$ cat src/rtl/dmem_arbiter.sv
// rtl/dmem_arbiter.sv - round-robin two-port arbiter with locked sequences in front of the data memory
module dmem_arbiter #(
  parameter int ADDR_W   = 10,
  parameter int DATA_W   = 32,
  parameter int LOCK_MAX = 4
) (
  input  logic              clk,
  input  logic              rst_n,
  input  logic              req0,
  input  logic              we0,
  input  logic              lock0,
  input  logic [ADDR_W-1:0] addr0,
  input  logic [DATA_W-1:0] wdata0,
  output logic              gnt0,
  output logic              rvalid0,
  output logic [DATA_W-1:0] rdata0,
  input  logic              req1,
  input  logic              we1,
  input  logic              lock1,
  input  logic [ADDR_W-1:0] addr1,
  input  logic [DATA_W-1:0] wdata1,
  output logic              gnt1,
  output logic              rvalid1,
  output logic [DATA_W-1:0] rdata1,
  output logic              mem_memwrite,
  output logic              mem_memread,
  output logic [ADDR_W-1:0] mem_address,
  output logic [DATA_W-1:0] mem_write_data,
  input  logic [DATA_W-1:0] mem_read_data
);

  localparam logic [3:0] LOCK_LAST = 4'(LOCK_MAX - 1);

  typedef enum logic [1:0] {IDLE = 2'd0, OWN0 = 2'd1, OWN1 = 2'd2} state_t;

  state_t      r_state, w_state_nxt;
  logic        r_rr, w_rr_nxt;
  logic [3:0]  r_lock_cnt, w_lock_cnt_nxt;
  logic        w_gnt0, w_gnt1, w_lock;

  always_ff @(posedge clk or negedge rst_n) begin
    if (!rst_n) begin
      r_state    <= IDLE;
      r_rr       <= 1'b0;
      r_lock_cnt <= 4'd0;
    end else begin
      r_state    <= w_state_nxt;
      r_rr       <= w_rr_nxt;
      r_lock_cnt <= w_lock_cnt_nxt;
    end
  end

  always_comb begin
    w_state_nxt    = r_state;
    w_rr_nxt       = r_rr;
    w_lock_cnt_nxt = r_lock_cnt;
    w_lock         = w_gnt0 ? lock0 : lock1;
    if (w_gnt0 || w_gnt1) begin
      if (w_lock && (r_lock_cnt < LOCK_LAST)) begin
        w_state_nxt    = w_gnt0 ? OWN0 : OWN1;
        w_lock_cnt_nxt = r_lock_cnt + 4'd1;
      end else begin
        // Release (voluntary or forced) always hands priority to the other side.
        w_state_nxt    = IDLE;
        w_lock_cnt_nxt = 4'd0;
        w_rr_nxt       = w_gnt0;
      end
    end else if ((r_state == OWN0 && !req0 && !lock0) ||
                 (r_state == OWN1 && !req1 && !lock1)) begin
      w_state_nxt    = IDLE;
      w_lock_cnt_nxt = 4'd0;
    end
  end

  always_comb begin
    w_gnt0 = 1'b0;
    w_gnt1 = 1'b0;
    if (rst_n) begin
      case (r_state)
        IDLE: begin
          w_gnt0 = req0 && (!req1 || !r_rr);
          w_gnt1 = req1 && (!req0 || r_rr);
        end
        OWN0:    w_gnt0 = req0;
        OWN1:    w_gnt1 = req1;
        default: ;
      endcase
    end
    mem_memwrite   = 1'b0;
    mem_memread    = 1'b0;
    mem_address    = '0;
    mem_write_data = '0;
    if (w_gnt0) begin
      mem_memwrite   = we0;
      mem_memread    = !we0;
      mem_address    = addr0;
      mem_write_data = wdata0;
    end else if (w_gnt1) begin
      mem_memwrite   = we1;
      mem_memread    = !we1;
      mem_address    = addr1;
      mem_write_data = wdata1;
    end
  end

  assign gnt0 = w_gnt0;
  assign gnt1 = w_gnt1;

  always_ff @(posedge clk or negedge rst_n) begin
    if (!rst_n) begin
      rvalid0 <= 1'b0;
      rvalid1 <= 1'b0;
      rdata0  <= '0;
      rdata1  <= '0;
    end else begin
      rvalid0 <= w_gnt0 && !we0;
      rvalid1 <= w_gnt1 && !we1;
      if (w_gnt0 && !we0) rdata0 <= mem_read_data;
      if (w_gnt1 && !we1) rdata1 <= mem_read_data;
    end
  end

endmodule
$ cat config.mk
export PLATFORM = sky130hd
export DESIGN_NAME = dmem_arbiter
export DESIGN_NICKNAME = d
export VERILOG_FILES = /design/src/rtl/dmem_arbiter.sv
export SDC_FILE = /design/constraint.sdc
export NUM_CORES = 1
export LEC_CHECK = 0
export ABC_AREA = 1
export CORE_AREA = 4 4 72 140
export CTS_CLUSTER_SIZE = 16
export DETAILED_ROUTE_END_ITERATION = 10
export DIE_AREA = 0 0 76 144
export PLACE_DENSITY_LB_ADDON = 0.3
export SYNTH_ARGS = -nofsm -noshare
export SYNTH_HDL_FRONTEND = slang
export SYNTH_SLANG_ARGS = --single-unit
$ cat constraint.sdc
create_clock -name clk -period 4.2 [get_ports clk]
set_clock_uncertainty 0.2 [all_clocks]
set_input_delay 0.84 -clock clk [delete_from_list [all_inputs] [get_ports clk]]
set_output_delay 0.84 -clock clk [all_outputs]
set_load 0.05 [all_outputs]
==> impl_metrics.toml, run 1 <==
[pwr]
p_per_area_nw_per_um2 = 826.0
p_leak_nw = 2.834
peakVddDrop_uv = 399.7
p_total_w = 0.004879

[cells_and_area]
multiInputGateArea_sq_um = 1165
final-seq-area_sq_um = 1827
diodes = 0
n_fill_cell = 748
final_nets = 708
drive_above_1_share_pct = 13.46
area_delta_synth_final_pct = 77.48

[logic_synthesis]
ys_warn_count = 0
synth_seq_area_share_pct = 54.89
synth_cells = 354
ys_ff_latch = 73
syn-num-nets = 479
synth.distinct_cells = 22
synthesis.area_sq_um = 3328
syn_avg_cell_area_sq_um = 9.402
synth_edf_count = 0
synth_flop_cell = "dfrtp_1"
async_reset_ff_share_pct = 100.0

[worst_setup_path]
path_max_fanout = 23
critPathArrivalTime_ps = 2890
endpoint_kind = "primary output"
startpoint_type = "input pin"
cp.required_ps = 3160
crit_type = "input pin to primary output"

[clock_tree]
h-tree-depth = 3
insertion_delay_ps = 320
post_cts_buffers = 0
cts_hold_buf = 0
cts-buffers-inserted = 9
root_buffer = "clkbuf_16"
clk_transition_reported_paths_ps = 50
cts_tree = "built"
clock-sinks = 73
post_cts_resized = 0
clockBufferDepth = 2

[detailed_routing]
met2_length_um = 6395
dr.first_iter.drc_count = 137
wl_met3_um = 1267
dr_total_vias = 3532
dr.max_layer_used = "met4"
drc = 0
wl_met1_um = 4765
first_pass_iters = 5
via_per_inst = 5.126
avgRoutedWirePerCell_um = 18.93
ant_nets = 0
wl_um = 13050

[sta]
finalCritPeriodShare_pct = 93.64
setup_tns_ps = 0
fmax_ghz = 0.2543
slew-limit-headroom_pct = 39.95
min_period_ps = 3933
setup_viol = 0
hold_viol = 0
layout_setup_ws_ps = 267.1
drv_slew = 0
worstMarginPinSlew_ps = 900.8
rsz0062_at_grt = "no"
hold-worst-slack_ps = 279.5

[die]
ios = 236
fp.dieArea_sq_um = 10940
num_rows = 49
die_h_um = 144
start_util_pct = 36.93
core_area_sq_um = 9012
fp.dieW_um = 76

[flow_run]
maxCapViolations = 0

[grt]
antenna_found_initial = 0
grt_pass1_vias = 3639
grt_max_degree = 74
grt_pass1_wl_um = 18930
overflow = 0
track_usage_pct = 22.83

[run_status]
status = "finished clean"

[placed_design]
portBuffers = 235
dp_slack_ps = 269.5
routabilityCongestion = 0.8650
dp_hpwl_um = 10510

[min_path]
hp-class = "flop to flop"
[cells in the mapped netlist (2+ instances only)]
library cell	n	area (sq um)
nand2_2	2	12.51
nor2_1	6	22.52
nand4_1	2	12.51
o21ai_0	10	50.05
clkbuf_1	2	7.510
nand3_1	8	40.04
nand2_1	79	296.5
dfrtp_1	73	1827
inv_1	42	157.7
inv_2	3	11.26
buf_2	11	55.05
buf_6	9	101.4
o21ai_1	52	260.3
or2_4	2	17.52
o21ai_2	5	43.79
a22o_1	42	367.9
[registers in the layout, summed over array words and instances (netlist names)]
name,count
r_lock_cnt,4
r_rr,1
r_state,2
rdata0,32
rdata1,32
rvalid0,1
rvalid1,1
[final cells by class]
type	instances	area share, %
clock inverter	2	0.2118
clock buffer	13	4.575
sequential	73	30.93
multi-input combinational	213	19.72
timing repair buffer	240	39.48
inverter	46	2.923
tap	102	2.161
[cell families (layout without fill, tap and decap cells)]
kind of cell | after synthesis | count (layout) | synth area share, %
buf+inv | 68 | 301 | 10.11
compound gates | 111 | 111 | 22.07
simple gates | 101 | 101 | 12.56
flops | 73 | 73 | 54.89
fa+ha+maj | 1 | 1 | 0.3759
[report_power, final]
| part | internal, W | total [W] | switching, W |
|---|---|---|---|
| clock network | 0.000444 | 0.000709 | 0.000265 |
| registers | 0.00103 | 0.00121 | 0.000182 |
| logic | 0.000976 | 0.00296 | 0.00198 |
[path summary, 6_finish.rpt]
path	start	to	slack [ps]	cells after the start
setup / recovery	req0	mem_write_data[4]	270	7
hold / removal	rdata0[1]$_DFFE_PN0P_	rdata0[1]$_DFFE_PN0P_	280	2
setup reg to reg	r_state[0]$_DFFE_PN0P_	rdata0[12]$_DFFE_PN0P_	2140	7
hold reg to reg	rdata0[1]$_DFFE_PN0P_	rdata0[1]$_DFFE_PN0P_	280	2
max in group asynchronous	rst_n	rdata0[31]$_DFFE_PN0P_	2660	2
min in group asynchronous	rst_n	rdata0[30]$_DFFE_PN0P_	560	2
[stage by stage]
stage	cells	area (sq um)	utilization, %
3_5_place_dp	674	5624	62.40
2_1_floorplan	354	3328	-
6_report	689	5907	65.54
4_1_cts	689	5907	65.54
3_3_place_gp	674	5624	62.40
5_1_grt	689	5907	65.54
[routing by layer]
metal  GRT usage (%)  vias up
li1                -     1634
met1           25.40     1634
met2           38.61      233
met3           6.920       31
met4           12.76        0
met5               0        -
[cell usage in the layout (no fill, tap or decap), drive strengths merged, types with 2 or more instances in the layout]
| cell | n |
|---|---|
| or2 | 2 |
| clkbuf | 13 |
| clkinv | 2 |
| nand2 | 81 |
| clkdlybuf4s50 | 188 |
| buf | 52 |
| o21ai | 67 |
| dfrtp | 73 |
| nand3 | 8 |
| a22o | 42 |
| inv | 45 |
| nand4 | 2 |
| nor2 | 7 |
[critical path, stage by stage]
cell and delay, ps:
clkdlybuf4s50_1 500, nand2_2 100, o21ai_2 160, clkinv_1 520, buf_12 370, a22o_1 200
buf_4 190
Power figures use the tool's default switching activity.
==> run 2: changes to the inputs <==
REMOVE_ABC_BUFFERS = 1   (was unset)
==> impl_metrics.toml, run 2 (synthesis gave the netlist of run 1 again) <==
[pwr]
p_clk_share_pct = 17.2
combPwrFrac_pct = 58.5
p_per_area_nw_per_um2 = 843.8
p_int_w = 0.002607
peakVddDrop_uv = 403.5
swShare_pct = 48.36
p_leak_nw = 2.865
p_total_w = 0.005048
power_switching_w = 0.002441
seq_power_share_pct = 24.3

[worst_setup_path]
cp_slowest_cell = "clkinv_1"
startpoint_type = "input pin"
regToRegSetupSlack_ps = 2190
path_cells = "clkdlybuf4s50_1, nand2_2, o21ai_2, clkinv_1, buf_12, a22o_1, buf_4"
cp_num_cells = 7
max_stage_delay_ps = 500
crit_type = "input pin to primary output"
endpoint_kind = "primary output"
cp.required_ps = 3160
timing.rr.start = "r_state[0]$_DFFE_PN0P_"
r2r-end = "rdata0[23]$_DFFE_PN0P_"
cp_num_buf_inv = 4
critPathArrivalTime_ps = 2860
path_max_fanout = 26
reg2reg_depth = 7
crit_family = "buffers and inverters"

[cells_and_area]
multiInputGateArea_sq_um = 1165
drive_above_1_share_pct = 13.61
diodes = 0
n_fill_cell = 729
final-seq-area_sq_um = 1827
top_regs = "rdata0 x32, rdata1 x32, r_lock_cnt x4"
final_common_cell = "clkdlybuf4s50_1"
most-common-layout-cells = "clkdlybuf4s50_1 (188), nand2_1 (79), dfrtp_1 (73)"
utilization_pct = 66.38
area_delta_synth_final_pct = 79.74
final_nets = 708

[detailed_routing]
drc = 0
wl_um = 11670
via_per_inst = 5.012
dr.first_iter.drc_count = 147
first_pass_iters = 7
dr_total_vias = 3458
avgRoutedWirePerCell_um = 16.92
ant_nets = 0

[grt]
overflow = 0
track_usage_pct = 20.43
grt_pass1_wl_um = 17530
grt_max_degree = 74
antenna_found_initial = 0
grt_pass1_vias = 3623

[sta]
fmax_ghz = 0.2567
rsz0062_at_grt = "no"
worstMarginPinSlew_ps = 903.3
min_period_ps = 3896
hold_viol = 0
finalCritPeriodShare_pct = 92.77
drv_slew = 0
setup_viol = 0
setup_tns_ps = 0
slew-limit-headroom_pct = 39.78

[min_path]
holdPathStages = 2
holdPathEnd = "rdata1[12]$_DFFE_PN0P_"
min-delay-start = "rdata1[12]$_DFFE_PN0P_"
hp-class = "flop to flop"

[clock_tree]
insertion_delay_ps = 320
clockBufferDepth = 2
cts-buffers-inserted = 9
root_buffer = "clkbuf_16"
clk_transition_reported_paths_ps = 50
h-tree-depth = 3
post_cts_resized = 0
cts_tree = "built"
clock-sinks = 73
cts_hold_buf = 0
post_cts_buffers = 0

[die]
start_util_pct = 36.93
die_h_um = 144
num_rows = 49
fp.dieArea_sq_um = 10940
core_area_sq_um = 9012
fp.dieW_um = 76
ios = 236

[placed_design]
routabilityCongestion = 0.7883
portBuffers = 235
dp_hpwl_um = 9188

[flow_run]
maxCapViolations = 0

[run_status]
status = "finished clean"
run 2: cell types whose count changed in the layout (fill, tap and decap cells not counted), sizes merged:
cell	change
bufinv	+3
clkbuf	-2
run 2: power by group through the flow:
stage | combinational (W) | sequential [W] | clock [W]
6_report | 0.00296 | 0.00122 | 0.000868
5_1_grt | 0.00309 | 0.00127 | 0.000915
4_1_cts | 0.00298 | 0.00123 | 0.000884
3_5_place_dp | 0.00297 | 0.00123 | 0
3_3_place_gp | 0.00293 | 0.00121 | 0
2_1_floorplan | 0.000775 | 0.00231 | 0
run 2: worst min-delay path: stages, from the launching register on:
cell and delay, ps:
dfrtp_1 330, nand2_1 50, o21ai_0 60
run 2: worst max path at each step:
stage	startpoint	endpoint	slack, ps
global route	req0	mem_write_data[16]	190
global placement	req0	mem_write_data[29]	370
CTS	req0	mem_write_data[14]	290
detailed placement	req0	mem_write_data[24]	300
finish	req0	mem_write_data[24]	300
floorplan	rst_n	mem_address[0]	520
run 2: routing by layer:
layer	GRT usage, %	up-vias	part of all wire, %
met3	6.047	23	8.4
met1	20.94	1599	35
met5	0	-	0
met4	9.193	0	3.3
met2	37.75	199	53
li1	-	1637	-
run 2: through the flow:
| stage | cells | setup slack, ps | instance area (sq um) | hold slack [ps] |
|---|---|---|---|---|
| after detailed placement | 674 | 303.7 | 5637 | 274.5 |
| after global routing | 690 | 185.8 | 5982 | 305.1 |
| after floorplan | 332 | 523.4 | 3164 | 259.9 |
| final | 690 | 303.8 | 5982 | 285.5 |
| after global placement | 674 | 367.0 | 5637 | 265.1 |
| after CTS | 690 | 291.4 | 5982 | 287.4 |
run 2: layout make-up:
| class | count | share of cell area, % |
|---|---|---|
| Sequential cell | 73 | 30.54 |
| Timing Repair Buffer | 240 | 39.20 |
| Inverter | 46 | 2.886 |
| Clock buffer | 11 | 4.058 |
| Clock inverter | 5 | 1.715 |
| Tap cell | 102 | 2.133 |
| Multi-Input combinational cell | 213 | 19.47 |
==> run 3: changes to the inputs <==
CORE_AREA = 4 4 95 106   (was 4 4 72 140)
CTS_CLUSTER_SIZE = 24   (was 16)
DIE_AREA = 0 0 99 110   (was 0 0 76 144)
==> impl_metrics.toml, run 3 (synthesis gave the netlist of run 1 again) <==
[grt]
overflow = 0
grt_max_degree = 74
track_usage_pct = 21.15
antenna_found_initial = 2
grt_pass1_wl_um = 17830
grt_pass1_vias = 3506

[pwr]
combPwrFrac_pct = 63.4
swShare_pct = 51.70
p_clk_share_pct = 10.5
peakVddDrop_uv = 375.8
seq_power_share_pct = 26.1
power_switching_w = 0.002403
p_leak_nw = 2.790
p_int_w = 0.002245
p_per_area_nw_per_um2 = 796.2

[placed_design]
portBuffers = 235
routabilityCongestion = 0.8557
dp_slack_ps = 428.5
dp_hpwl_um = 9261

[detailed_routing]
dr_total_vias = 3411
drc = 0
first_pass_iters = 4
avgRoutedWirePerCell_um = 16.60
wl_um = 11690
dr.first_iter.drc_count = 191
via_per_inst = 4.845
ant_nets = 0

[sta]
fmax_ghz = 0.2640
worstMarginPinSlew_ps = 886.0
min_period_ps = 3787
setup_tns_ps = 0
setup_viol = 0
rsz0062_at_grt = "no"
drv_slew = 0
slew-limit-headroom_pct = 40.93
layout_setup_ws_ps = 412.7
hold_viol = 0
finalCritPeriodShare_pct = 90.17

[flow_run]
maxCapViolations = 0

[cells_and_area]
top_regs = "rdata0 x32, rdata1 x32, r_lock_cnt x4"
area_delta_synth_final_pct = 75.38
final_common_cell = "clkdlybuf4s50_1"
most-common-layout-cells = "clkdlybuf4s50_1 (188), nand2_1 (79), dfrtp_1 (73)"
final-seq-area_sq_um = 1827
final_nets = 708
drive_above_1_share_pct = 13.61
n_fill_cell = 710
multiInputGateArea_sq_um = 1165

[run_status]
status = "finished clean"

[clock_tree]
cts_tree = "built"
cts-buffers-inserted = 9
post_cts_resized = 0
cts_hold_buf = 0
h-tree-depth = 3
clk_transition_reported_paths_ps = 70
post_cts_buffers = 0
insertion_delay_ps = 320
clockBufferDepth = 2
root_buffer = "clkbuf_8"
clock-sinks = 73

[worst_setup_path]
crit_type = "input pin to primary output"
endpoint_kind = "primary output"
critPathArrivalTime_ps = 2750
startpoint_type = "input pin"
cp.required_ps = 3160
path_max_fanout = 29

[die]
start_util_pct = 37.51
core_area_sq_um = 8874
ios = 236
die_h_um = 110
num_rows = 36
fp.dieArea_sq_um = 10890
fp.dieW_um = 99

[min_path]
hp-class = "flop to flop"
## run 3: cell count changes in the layout (fill, tap and decap cells not counted), sizes merged
| cell | previous run | this run |
|---|---|---|
| clkinv | 2 | 3 |
| bufinv | 3 | 0 |
| diode | 0 | 2 |
| inv | 45 | 47 |
## run 3: power by group through the flow
stage / Combinational [W] / Sequential, W / Clock (W)
3_3_place_gp: 0.00292 / 0.00121 / 0
6_report: 0.00295 / 0.00121 / 0.000488
5_1_grt: 0.00309 / 0.00126 / 0.000539
3_5_place_dp: 0.00296 / 0.00123 / 0
4_1_cts: 0.00297 / 0.00121 / 0.000506
2_1_floorplan: 0.000775 / 0.00231 / 0
## run 3: metal layers
| layer | wire length, um | GRT usage (%) | vias up |
|---|---|---|---|
| met5 | 0 | 0 | - |
| met4 | 524 | 11.90 | 0 |
| met3 | 987 | 5.349 | 28 |
| met2 | 6016 | 37.52 | 179 |
| met1 | 4159 | 23.11 | 1555 |
| li1 | - | - | 1649 |
## run 3: final cells by class
class                      count  area share (%)
timing repair buffer         240           40.17
sequential                    73           31.30
multi-input combinational    213           19.96
inverter                      46           2.958
tap                          114           2.444
clock buffer                  11           2.422
clock inverter                 5          0.6645
antenna                        2         0.08574
## run 3: metrics by stage
| step | std cells | power, W | util, % | hold WS (ps) | cell area, sq um |
|---|---|---|---|---|---|
| 6_report | 704 | 0.004648 | 65.78 | 280.6 | 5837 |
| 5_1_grt | 704 | 0.004888 | 65.78 | 310.5 | 5837 |
| 4_1_cts | 702 | 0.004692 | 65.72 | 286.0 | 5832 |
| 3_5_place_dp | 686 | 0.004188 | 63.69 | 267.8 | 5652 |
| 3_3_place_gp | 686 | 0.004133 | 63.69 | 267.4 | 5652 |
| 2_1_floorplan | 332 | 0.003081 | - | 259.9 | 3164 |
## run 3: final timing paths
path,startpoint,endpoint,slack [ps],cells past startpoint
min in group asynchronous,rst_n,rdata0[13]$_DFFE_PN0P_,550,2
min,rdata0[31]$_DFFE_PN0P_,rdata0[31]$_DFFE_PN0P_,280,2
min reg2reg,rdata0[31]$_DFFE_PN0P_,rdata0[31]$_DFFE_PN0P_,280,2
max,req0,mem_write_data[27],410,7
max reg2reg,r_state[0]$_DFFE_PN0P_,rdata0[26]$_DFFE_PN0P_,2190,7
max in group asynchronous,rst_n,rdata0[17]$_DFFE_PN0P_,2700,2
## run 3: critical path: stages
cell and delay (ps):
clkdlybuf4s50_1 490, nand2_2 90, o21ai_2 180, clkinv_1 420, buf_12 330, a22o_1 200, buf_4 190
